==> src/rtl/glitc_clock_delay_scanner.sv <==
// Clock-phase scanner for the GLITC clock-path IDELAY.
// Sweeps taps 0..31, averages the synchronized N-side sample at each tap,
// locks onto the first low-to-high transition (tap > 0) and applies
// edge + TAP_OFFSET. Manual delay loads pass through while idle.
`timescale 1ns/1ps

module glitc_clock_delay_scanner #(
    parameter int unsigned SETTLE_CYCLES = 16,
    parameter int unsigned SAMPLE_LOG2   = 6,
    parameter int unsigned TAP_OFFSET    = 8
) (
    input  logic       clk_i,
    input  logic       rst_n_i,
    input  logic       scan_start_i,
    input  logic [4:0] man_delay_i,
    input  logic       man_load_i,
    input  logic       n_q_i,
    output logic [4:0] delay_clk_o,
    output logic       load_clk_o,
    output logic       busy_o,
    output logic       done_o,
    output logic       found_o,
    output logic [4:0] edge_tap_o
);

    localparam int unsigned CNT_W  = (SAMPLE_LOG2 > 8) ? SAMPLE_LOG2 : 8;
    localparam int unsigned ONES_W = SAMPLE_LOG2 + 1;
    localparam logic [CNT_W-1:0]  SETTLE_LAST = CNT_W'(SETTLE_CYCLES - 1);
    localparam logic [CNT_W-1:0]  SAMPLE_LAST = CNT_W'((1 << SAMPLE_LOG2) - 1);
    localparam logic [ONES_W-1:0] HALF        = ONES_W'(1 << (SAMPLE_LOG2 - 1));
    localparam logic [4:0]        OFFSET      = 5'(TAP_OFFSET);

    typedef enum logic [2:0] {
        IDLE, MLOAD, LOAD, SETTLE, SAMPLE, EVAL, APPLY, DONE
    } state_t;

    state_t              state_q, state_d;
    logic                nq_meta, nq_sync;
    logic [4:0]          tap_q;
    logic [4:0]          saved_q;
    logic [4:0]          edge_tap_q;
    logic                found_q;
    logic                prev_cls_q;
    logic [CNT_W-1:0]    cnt_q;
    logic [ONES_W-1:0]   ones_q;
    logic                cls;
    logic                is_edge;

    assign cls     = (ones_q >= HALF);
    assign is_edge = (tap_q != 5'd0) && !prev_cls_q && cls;

    // Double-flop synchronizer for the asynchronous N-side clock sample.
    always_ff @(posedge clk_i or negedge rst_n_i) begin
        if (!rst_n_i) begin
            nq_meta <= 1'b0;
            nq_sync <= 1'b0;
        end else begin
            nq_meta <= n_q_i;
            nq_sync <= nq_meta;
        end
    end

    // State register.
    always_ff @(posedge clk_i or negedge rst_n_i) begin
        if (!rst_n_i) state_q <= IDLE;
        else          state_q <= state_d;
    end

    // Next-state decode and state-decoded strobes.
    always_comb begin
        state_d    = state_q;
        load_clk_o = 1'b0;
        busy_o     = (state_q != IDLE);
        done_o     = 1'b0;
        case (state_q)
            IDLE: begin
                if (scan_start_i)    state_d = LOAD;
                else if (man_load_i) state_d = MLOAD;
            end
            MLOAD: begin
                load_clk_o = 1'b1;
                state_d    = IDLE;
            end
            LOAD: begin
                load_clk_o = 1'b1;
                state_d    = SETTLE;
            end
            SETTLE: if (cnt_q == SETTLE_LAST) state_d = SAMPLE;
            SAMPLE: if (cnt_q == SAMPLE_LAST) state_d = EVAL;
            EVAL: begin
                if (is_edge || tap_q == 5'd31) state_d = APPLY;
                else                            state_d = LOAD;
            end
            APPLY: begin
                load_clk_o = 1'b1;
                state_d    = DONE;
            end
            DONE: begin
                done_o  = 1'b1;
                state_d = IDLE;
            end
            default: state_d = IDLE;
        endcase
    end

    // Datapath: delay_clk_o is registered on the edge that enters each load
    // state, so it is already stable for the whole load_clk_o pulse.
    always_ff @(posedge clk_i or negedge rst_n_i) begin
        if (!rst_n_i) begin
            delay_clk_o <= '0;
            tap_q       <= '0;
            saved_q     <= '0;
            edge_tap_q  <= '0;
            found_q     <= 1'b0;
            prev_cls_q  <= 1'b0;
            cnt_q       <= '0;
            ones_q      <= '0;
            found_o     <= 1'b0;
            edge_tap_o  <= '0;
        end else begin
            case (state_q)
                IDLE: begin
                    if (scan_start_i) begin
                        saved_q     <= delay_clk_o;
                        tap_q       <= '0;
                        prev_cls_q  <= 1'b0;
                        delay_clk_o <= '0;
                    end else if (man_load_i) begin
                        delay_clk_o <= man_delay_i;
                    end
                end
                LOAD: begin
                    cnt_q  <= '0;
                    ones_q <= '0;
                end
                SETTLE: begin
                    if (cnt_q == SETTLE_LAST) cnt_q <= '0;
                    else                      cnt_q <= cnt_q + 1'b1;
                end
                SAMPLE: begin
                    cnt_q  <= cnt_q + 1'b1;
                    ones_q <= ones_q + ONES_W'(nq_sync);
                end
                EVAL: begin
                    if (is_edge) begin
                        found_q     <= 1'b1;
                        edge_tap_q  <= tap_q;
                        delay_clk_o <= tap_q + OFFSET;
                    end else if (tap_q == 5'd31) begin
                        found_q     <= 1'b0;
                        delay_clk_o <= saved_q;
                    end else begin
                        prev_cls_q  <= cls;
                        tap_q       <= tap_q + 5'd1;
                        delay_clk_o <= tap_q + 5'd1;
                    end
                end
                APPLY: begin
                    // Publish the result on entry to DONE so it is valid with done_o.
                    found_o    <= found_q;
                    edge_tap_o <= edge_tap_q;
                end
                default: ;
            endcase
        end
    end

endmodule

==> config.mk <==
export PLATFORM = sky130hd
export DESIGN_NAME = glitc_clock_delay_scanner
export DESIGN_NICKNAME = d
export VERILOG_FILES = /design/src/rtl/glitc_clock_delay_scanner.sv
export SDC_FILE = /design/constraint.sdc
export NUM_CORES = 1
export LEC_CHECK = 0
export ABC_AREA = 0
export BUFFER_PORTS_ARGS = -buffer_cell sky130_fd_sc_hd__buf_2
export CAP_MARGIN = 10
export CELL_PAD_IN_SITES_DETAIL_PLACEMENT = 0
export CELL_PAD_IN_SITES_GLOBAL_PLACEMENT = 1
export CORE_MARGIN = 5
export CORE_UTILIZATION = 46
export CTS_CLUSTER_DIAMETER = 30
export DETAILED_ROUTE_END_ITERATION = 10
export PLACE_DENSITY = 0.8
export SLEW_MARGIN = 30
export SYNTH_ARGS = -nofsm -noshare
export SYNTH_HDL_FRONTEND = slang
export SYNTH_SLANG_ARGS = --single-unit
export TNS_END_PERCENT = 10
==> constraint.sdc <==
create_clock -name clk_i -period 2.46 [get_ports clk_i]
set_input_delay 0.246 -clock clk_i [delete_from_list [all_inputs] [get_ports clk_i]]
set_output_delay 0.246 -clock clk_i [all_outputs]
set_load 0.01 [all_outputs]
==> results of run 1 <==
-- where the power goes --
part | internal, mW | switching (mW) | leakage [nW] | total, mW
Clock | 0.301 | 0.278 | 0.0541 | 0.579
Sequential | 0.834 | 0.0514 | 0.601 | 0.886
Combinational | 0.0599 | 0.0642 | 0.695 | 0.124
Total | 1.20 | 0.393 | 1.35 | 1.59
-- area by class of cell --
type / instances / area, sq um / share of cell area [%]
tap: 72 / 90.1 / 3.03
clock buffer: 5 / 68.8 / 2.32
sequential: 48 / 1200 / 40.5
clock inverter: 3 / 42.5 / 1.43
inverter: 9 / 33.8 / 1.14
multi-input combinational: 194 / 1320 / 44.5
timing repair buffer: 36 / 213 / 7.16
-- sequential cells by signal, indices dropped and copies added, names as in the netlist, 3 cells and up --
name / flops
state_q: 3
cnt_q: 8
ones_q: 7
tap_q: 5
saved_q: 5
edge_tap_q: 5
delay_clk_o: 5
edge_tap_o: 5
-- critical path: cells and delay by family, from the launching register on --
family / cells / cell delay, ns
adder cells (fa/ha/maj): 2 / 0.59
AND/OR/NAND/NOR: 2 / 0.70
AO/OA/AOI/OAI: 2 / 0.18
flip-flops: 1 / 0.44
buffers and inverters: 1 / 0.16
-- per-layer routing --
layer | track usage (%) | part of all wire [%] | wire length [um] | vias to the layer above
met4 | 4.32 | 1.5 | 88 | 0
met2 | 26.0 | 44 | 2620 | 48
li1 | - | - | - | 1030
met1 | 25.9 | 50 | 3000 | 1001
met3 | 3.69 | 4.3 | 255 | 7
met5 | 0 | 0 | 0 | -
-- cell usage after synthesis (3+ instances only) --
master / n / share of area (%)
nor2_1: 13 / 1.9
nor2b_1: 6 / 1.4
o211ai_1: 3 / 0.86
ha_1: 6 / 2.9
mux2_2: 15 / 6.5
nor3_1: 4 / 0.77
a22o_1: 3 / 1.0
a22oi_1: 5 / 1.4
clkbuf_1: 5 / 0.72
nand2_1: 25 / 3.6
a21oi_1: 15 / 2.9
a211oi_1: 4 / 1.1
inv_1: 8 / 1.1
nand3_1: 12 / 2.3
o21ai_0: 27 / 5.2
xnor2_1: 4 / 1.3
nand2b_1: 4 / 0.96
nor3b_1: 3 / 0.86
dfrtp_1: 48 / 46
buf_2: 5 / 0.96
-- placed cells by master (no fill, tap or decap), types with 2 or more instances in the layout --
cell type,instances
o211ai_1,3
nor2_1,13
a22oi_1,5
a22o_1,3
nor2b_1,6
nand2b_1,4
a21oi_1,15
mux2i_1,2
nand4_1,2
ha_1,6
nand3_1,12
xor2_1,2
o22ai_1,2
nand3b_1,2
o2111ai_1,2
clkbuf_8,5
inv_1,8
buf_2,23
a211oi_1,4
nor3_1,4
nor3b_1,3
a21o_1,2
nand2_1,25
or2_2,2
dfrtp_1,48
mux2_2,15
o21ai_0,27
o41ai_1,2
xnor2_1,4
buf_4,13
-- cell families (layout without fill, tap and decap cells) --
group / count (synthesis) / in the layout / share of synthesized area [%]
AOI/OAI and AO/OA: 80 / 80 / 20.3
xor gates and xnor gates: 6 / 6 / 2.01
adders and majority gates: 6 / 6 / 2.87
buffers and inverters: 21 / 53 / 3.54
DFF: 48 / 48 / 46.0
muxes: 17 / 17 / 7.23
and+or+nand+nor: 85 / 85 / 18.1
-- path summary, 6_finish.rpt --
| path | startpoint | endpoint | cells past startpoint |
|---|---|---|---|
| worst min register to register | nq_meta$_DFF_PN0_ | nq_sync$_DFF_PN0_ | 0 |
| worst max register to register | tap_q[0]$_DFFE_PN0P_ | tap_q[3]$_DFFE_PN0P_ | 7 |
| worst min-delay path | rst_n_i | cnt_q[3]$_DFFE_PN0P_ | 2 |
| max in group asynchronous | rst_n_i | tap_q[3]$_DFFE_PN0P_ | 2 |
| min in group clk_i | n_q_i | nq_meta$_DFF_PN0_ | 1 |
| worst max-delay path | tap_q[0]$_DFFE_PN0P_ | tap_q[3]$_DFFE_PN0P_ | 7 |
-- stage by stage --
step / worst slack [ns] / hold slack, ns
final: 0.321 / 0.0246
after global routing: 0.169 / 0.0352
after CTS: 0.326 / 0.0336
after detailed placement: 0.351 / 0.344
after global placement: 0.394 / 0.333
after floorplan: 0.375 / -0.0496
==> flow_summary.ini, run 1 <==
[outcome]
status = finished clean

[finish]
fill_cells = 510
area_growth_pct = 13.6
finalInstanceArea_sq_um = 2970
final_nets = 310
fin_cells = 367
antenna_cells = 0
final_util_pct = 53.9
drive_above_1_share_pct = 25.1

[timing]
fin_crit_sh_pct = 87.0
max_freq_mhz = 468
finalSetupViolCount = 0
period_needed_ns = 2.14
max_slew_margin_pct = 59.4
drv_slew = 0
hold_violations = 0
rsz0062_at_grt = no
tightest_slew_ns = 0.609
fin_tns_setup_ns = 0
clock_skew_ns = 0.00475

[grt]
grt_pass1_vias = 2070
grt_util_all_layers_pct = 17.5
grt_pass1_wl_mm = 10.3
grt_overflow = 0
grt_max_degree = 49
antenna_found_initial = 0

[hold_path]
hold_class = in -> async

[synth]
synth-edff-count = 0
synth_cell_types = 59
syn_nets = 279
ys.flop_type = dfrtp_1
async_flop_share_pct = 100
synth_cells = 263
syn_area_sq_um = 2610
ys_warn_count = 0
synth_seq_area_share_pct = 46.0
syn_avg_cell_area_sq_um = 9.94
ys_ff_latch = 48

[floorplanning]
pin_count = 24
start_util_pct = 47.5
die_x_um = 85.4
fp.dieH_um = 85.4
dieArea_sq_um = 7290
rows = 27
core_sq_um = 5510

[cts]
cts-root-buf = clkbuf_8
numCtsBuffers = 5
cts_htree_levels = 2
clk_path_buf_depth = 2
cts.sinks = 48
post-cts-setup-buffers = 0
ctsHoldBuffers = 0
clk_latency_ns = 0.30
cts.clk_slew.worst_paths_ns = 0.09
cts_tree = yes
cts_resized = 0

[placement]
place_congestion = 0.830
post-place-cells = 359
placed_cell_area_sq_um = 2860
hpwl_mm = 4.23
io_buffers = 23

[power_and_ir_drop]
ir_drop_mv = 0.264
p_per_area_nw_per_um2 = 535
p_leak_nw = 1.35
power_mw = 1.59

[route]
vias = 2086
first_pass_iters = 4
drtIter0Drc = 142
drc_errors = 0
ant_nets = 0
routedWlPerCell_um = 16.3
vias_per_cell = 5.68
wirelength_mm = 5.97

[critical_path]
crit_slowest_cell = or3_2
cp.required_ns = 2.70
worstSetupEndpointType = flip-flop
crit_arrival_ns = 2.38
crit_chain = ha_1 > and3_2 > ha_1 > inv_1 > o211ai_1 > or3_2 > o21ai_2
critPathLaunchType = flip-flop
setup.worst_path.class = reg -> reg
slowest_delay_ns = 0.48
crit_top_cell = ha_1
r2r_slack_ns = 0.32
path_max_fanout = 10

[flow_run]
maxCapViolations = 0
Note: power is estimated with default switching activity, not from simulation.
==> run 2: changes to the inputs <==
- CORE_MARGIN: 5 -> 3
- GPL_TIMING_DRIVEN: not set -> 0
- PLACE_DENSITY: 0.8 -> not set
- PLACE_DENSITY_LB_ADDON: not set -> 0.1
==> flow_summary.ini, run 2 (synthesis results as in run 1) <==
[outcome]
status = finished clean

[power_and_ir_drop]
ir_drop_mv = 0.298
power.switching_mw = 0.391
p_seq_share_pct = 54.8
p_comb_share_pct = 7.7
clkPwrFrac_pct = 37.5
p_per_area_nw_per_um2 = 546
p_int_mw = 1.23
p_leak_nw = 1.34
swShare_pct = 24.1

[cts]
cts.sinks = 48
clk_path_buf_depth = 2
clk_latency_ns = 0.31
cts-root-buf = clkbuf_8
cts_resized = 0
cts_htree_levels = 2
cts.clk_slew.worst_paths_ns = 0.09
numCtsBuffers = 5
cts_tree = yes

[placement]
io_buffers = 23
place_congestion = 0.813
post-place-cells = 356
place_ws_ns = 0.0903
hpwl_mm = 4.15

[floorplanning]
rows = 26
die_x_um = 81.4
core_sq_um = 5300
start_util_pct = 49.3
fp.dieH_um = 81.4
pin_count = 24
dieArea_sq_um = 6620

[timing]
setup_ws_ns = 0.263
max_freq_mhz = 455
max_slew_margin_pct = 58.4
period_needed_ns = 2.20
fin_tns_setup_ns = 0
finalSetupViolCount = 0
hold_violations = 0
clock_skew_ns = 0.0118
drv_slew = 0
rsz0062_at_grt = no
fin_crit_sh_pct = 89.3
tightest_slew_ns = 0.625

[grt]
grt_pass1_vias = 2030
grt_util_all_layers_pct = 19.9
antenna_found_initial = 0
grt_max_degree = 49
grt_overflow = 0
grt_pass1_wl_mm = 10.2

[route]
first_pass_iters = 6
vias_per_cell = 5.71
wirelength_mm = 5.86
ant_nets = 0
vias = 2096
routedWlPerCell_um = 16.0
drtIter0Drc = 89
drc_errors = 0

[finish]
largest_reg_flops = 8
top_register = cnt_q
fill_cells = 496
reg.largest.list = cnt_q: 8 flops, ones_q: 7 flops
final_common_cell = dfrtp_1
antenna_cells = 0
final_cell_mix = dfrtp_1, buf_2, o21ai_0, nand2_1
final_nets = 312
area_growth_pct = 13.5
drive_above_1_share_pct = 23.2
final_util_pct = 55.9
fin_cells = 367

[critical_path]
worstSetupEndpointType = flip-flop
critPathLaunchType = flip-flop
crit_arrival_ns = 2.44
path_max_fanout = 10
cp.required_ns = 2.70
setup.worst_path.class = reg -> reg

[hold_path]
hold_class = in -> reg

[flow_run]
maxCapViolations = 0
run 2: changes by cell type in the layout (fill, tap and decap cells not counted), sizes merged:
cell / previous run / this run
clkbuf: 5 / 11
buf: 36 / 32
clkinvlp: 1 / 0
dlygate4sd3: 0 / 1
run 2: worst paths after layout:
kind	startpoint	end	slack, ns	cells after the start
max	tap_q[0]$_DFFE_PN0P_	tap_q[3]$_DFFE_PN0P_	0.26	8
min	n_q_i	nq_meta$_DFF_PN0_	0.05	1
max reg2reg	tap_q[0]$_DFFE_PN0P_	tap_q[3]$_DFFE_PN0P_	0.26	8
min reg2reg	nq_meta$_DFF_PN0_	nq_sync$_DFF_PN0_	0.34	0
max in group asynchronous	rst_n_i	delay_clk_o[3]$_DFFE_PN0P_	1.54	2
min in group asynchronous	rst_n_i	ones_q[4]$_DFFE_PN0P_	0.48	2
run 2: layout make-up:
type                       count  area (sq um)  share of cell area [%]
buffer                        12          58.8                    1.98
clock buffer                   6          82.6                    2.78
clock inverter                 2          38.8                    1.31
inverter                       9          33.8                    1.14
multi-input combinational    194          1320                    44.5
sequential                    48          1200                    40.5
tap                           70          87.6                    2.95
timing repair buffer          26           143                    4.81
run 2: timing repair:
item                                    4_1_cts  5_1_grt
buffers inserted                              0        2
hold endpoints to repair                     48        0
hold buffers                                  1        0
endpoints found under the setup margin        0        1
run 2: layer usage:
layer  wire length (um)  part of all wire [%]  global-route usage (%)  up-vias
li1                   -                     -                       -     1035
met4                109                   1.9                    7.43        0
met3                233                   4.0                    2.88       10
met5                  0                     0                       0        -
met1               3090                    53                    31.0     1001
met2               2430                    41                    27.7       50
run 2: worst max-delay path, stage by stage, from the launching register on:
cell      delay [ns]
dfrtp_1         0.47
ha_1            0.27
and3_2          0.22
ha_1            0.16
buf_2           0.19
inv_1           0.12
o211ai_1        0.14
or3_2           0.49
o21ai_2         0.07
run 2: power groups by stage:
stage               Combinational (mW)  Sequential (mW)  Clock (mW)
floorplan                       0.0851            0.890           0
global placement                 0.121            0.901           0
detailed placement               0.126            0.903           0
CTS                              0.129            0.887       0.630
global route                     0.151            0.897       0.658
finish                           0.125            0.886       0.607
run 2: stage by stage:
step                      instance area (sq um)  hold slack [ns]  power [mW]
final                                      2970           0.0478        1.62
after global routing                       2970           0.0359        1.71
after CTS                                  2950           0.0357        1.65
after detailed placement                   2820            0.306        1.03
after global placement                     2820            0.331        1.02
after floorplan                            2610          -0.0496       0.975
==> run 3: changes to the inputs <==
- CORE_UTILIZATION: 46 -> 50
- CTS_CLUSTER_SIZE: not set -> 8
- TNS_END_PERCENT: 10 -> 5
- clock period: 2.46 -> 2.85 ns (I/O delays scaled with it)
==> flow_summary.ini, run 3 (synthesis results as in run 1) <==
[finish]
regArea_sq_um = 1200
antenna_cells = 0
multi_input_area_sq_um = 1320
final_nets = 309
final_common_cell = dfrtp_1
largest_reg_flops = 8
final_cell_mix = dfrtp_1, buf_2, o21ai_0, nand2_1
fill_cells = 450
top_register = cnt_q
area_growth_pct = 11.4
drive_above_1_share_pct = 22.8
reg.largest.list = cnt_q: 8 flops, ones_q: 7 flops

[floorplanning]
core_sq_um = 4880
rows = 25
dieArea_sq_um = 6130
pin_count = 24
start_util_pct = 53.6
fp.dieH_um = 78.3
die_x_um = 78.3

[critical_path]
setup.worst_path.class = reg -> reg
crit_end = tap_q[3]$_DFFE_PN0P_
r2r_slack_ns = 0.36
crit_start = tap_q[0]$_DFFE_PN0P_
rr_worst_depth = 8
critPathLaunchType = flip-flop
r2r-end = tap_q[3]$_DFFE_PN0P_
path_max_fanout = 10
worstSetupEndpointType = flip-flop
crit_arrival_ns = 2.73
reg2reg_from = tap_q[0]$_DFFE_PN0P_
cp.required_ns = 3.09

[power_and_ir_drop]
ir_drop_mv = 0.363
p_per_area_nw_per_um2 = 449
p_leak_nw = 1.31

[route]
drtIter0Drc = 91
first_pass_iters = 4
routedWlPerCell_um = 16.0
wl_met1_mm = 2.99
wl_met3_um = 352
ant_nets = 0
vias = 2085
top_layer_used = met4
vias_per_cell = 5.78
wirelength_mm = 5.78
met2_wirelength_mm = 2.33
drc_errors = 0

[timing]
clock_skew_ns = 0.00357
drv_slew = 0
hold_violations = 48
finalSetupViolCount = 0
max_slew_margin_pct = 51.0
period_needed_ns = 2.49
hold_ws_ns = -0.0252
max_freq_mhz = 401
rsz0062_at_grt = no
fin_crit_sh_pct = 87.4
fin_tns_setup_ns = 0
tightest_slew_ns = 0.732

[placement]
io_buffers = 23
hpwl_mm = 4.02
place_congestion = 0.807

[grt]
grt_overflow = 0
grt_util_all_layers_pct = 20.8
antenna_found_initial = 0
grt_pass1_vias = 1985
grt_max_degree = 49
grt_pass1_wl_mm = 10.0

[outcome]
status = finished with violations
violations = negative hold slack

[cts]
clk_latency_ns = 0.31
cts.sinks = 48
ctsHoldBuffers = 0
cts.clk_slew.worst_paths_ns = 0.09
clk_path_buf_depth = 2
numCtsBuffers = 5
cts-root-buf = clkbuf_8
post-cts-setup-buffers = 0
cts_htree_levels = 2
cts_resized = 0
cts_tree = yes

[hold_path]
hold_class = in -> async

[flow_run]
maxCapViolations = 0
-- run 3: cell types whose count changed in the layout (fill, tap and decap cells not counted) --
cell | previous run | this run
bufinv_16 | 1 | 0
buf_4 | 3 | 1
clkinvlp_4 | 0 | 2
clkinv_4 | 1 | 0
dlygate4sd3_1 | 1 | 0
-- run 3: routing by layer --
layer  up-vias  track usage [%]
li1       1025                -
met1       988             32.1
met2        62             28.9
met3        10             3.90
met4         0             7.52
met5         -                0
-- run 3: worst min path at each step --
stage / startpoint / end / slack [ns] / cells after the start
2_1_floorplan: rst_n_i / cnt_q[0]$_DFFE_PN0P_ / -0.01 / 0
3_3_place_gp: nq_meta$_DFF_PN0_ / nq_sync$_DFF_PN0_ / 0.33 / 0
3_5_place_dp: rst_n_i / ones_q[2]$_DFFE_PN0P_ / 0.34 / 1
4_1_cts: rst_n_i / ones_q[2]$_DFFE_PN0P_ / 0.0002 / 1
5_1_grt: rst_n_i / ones_q[2]$_DFFE_PN0P_ / 0.02 / 1
6_report: rst_n_i / ones_q[2]$_DFFE_PN0P_ / -0.03 / 1
-- run 3: area by class of cell --
cell class                 count  share of cell area (%)
multi-input combinational    194                    45.3
sequential                    48                    41.2
timing repair buffer          23                    4.04
tap                           67                    2.88
clock buffer                   6                    2.84
buffer                        12                    2.02
inverter                       9                    1.16
clock inverter                 2                   0.515
-- run 3: stage by stage --
step / area (sq um) / setup WS, ns / total power, mW / util, % / cells
after floorplan: 2610 / 0.765 / 0.841 / - / 263
after global placement: 2810 / 0.443 / 0.880 / 57.6 / 353
after detailed placement: 2820 / 0.431 / 0.888 / 57.7 / 353
after CTS: 2910 / 0.401 / 1.32 / 59.7 / 361
after global routing: 2910 / 0.254 / 1.37 / 59.7 / 361
final: 2910 / 0.359 / 1.31 / 59.7 / 361
-- run 3: critical path, stage by stage (launching register included) --
cell      delay, ns
dfrtp_1        0.45
ha_1           0.27
and3_2         0.23
ha_1           0.18
buf_2          0.19
inv_1          0.15
o211ai_1       0.33
or3_2          0.57
o21ai_2        0.06
-- run 3: power by group --
part	internal, mW	leakage (nW)	switching [mW]
combinational	0.0511	0.668	0.0555
sequential	0.720	0.601	0.0451
clock	0.197	0.0434	0.239
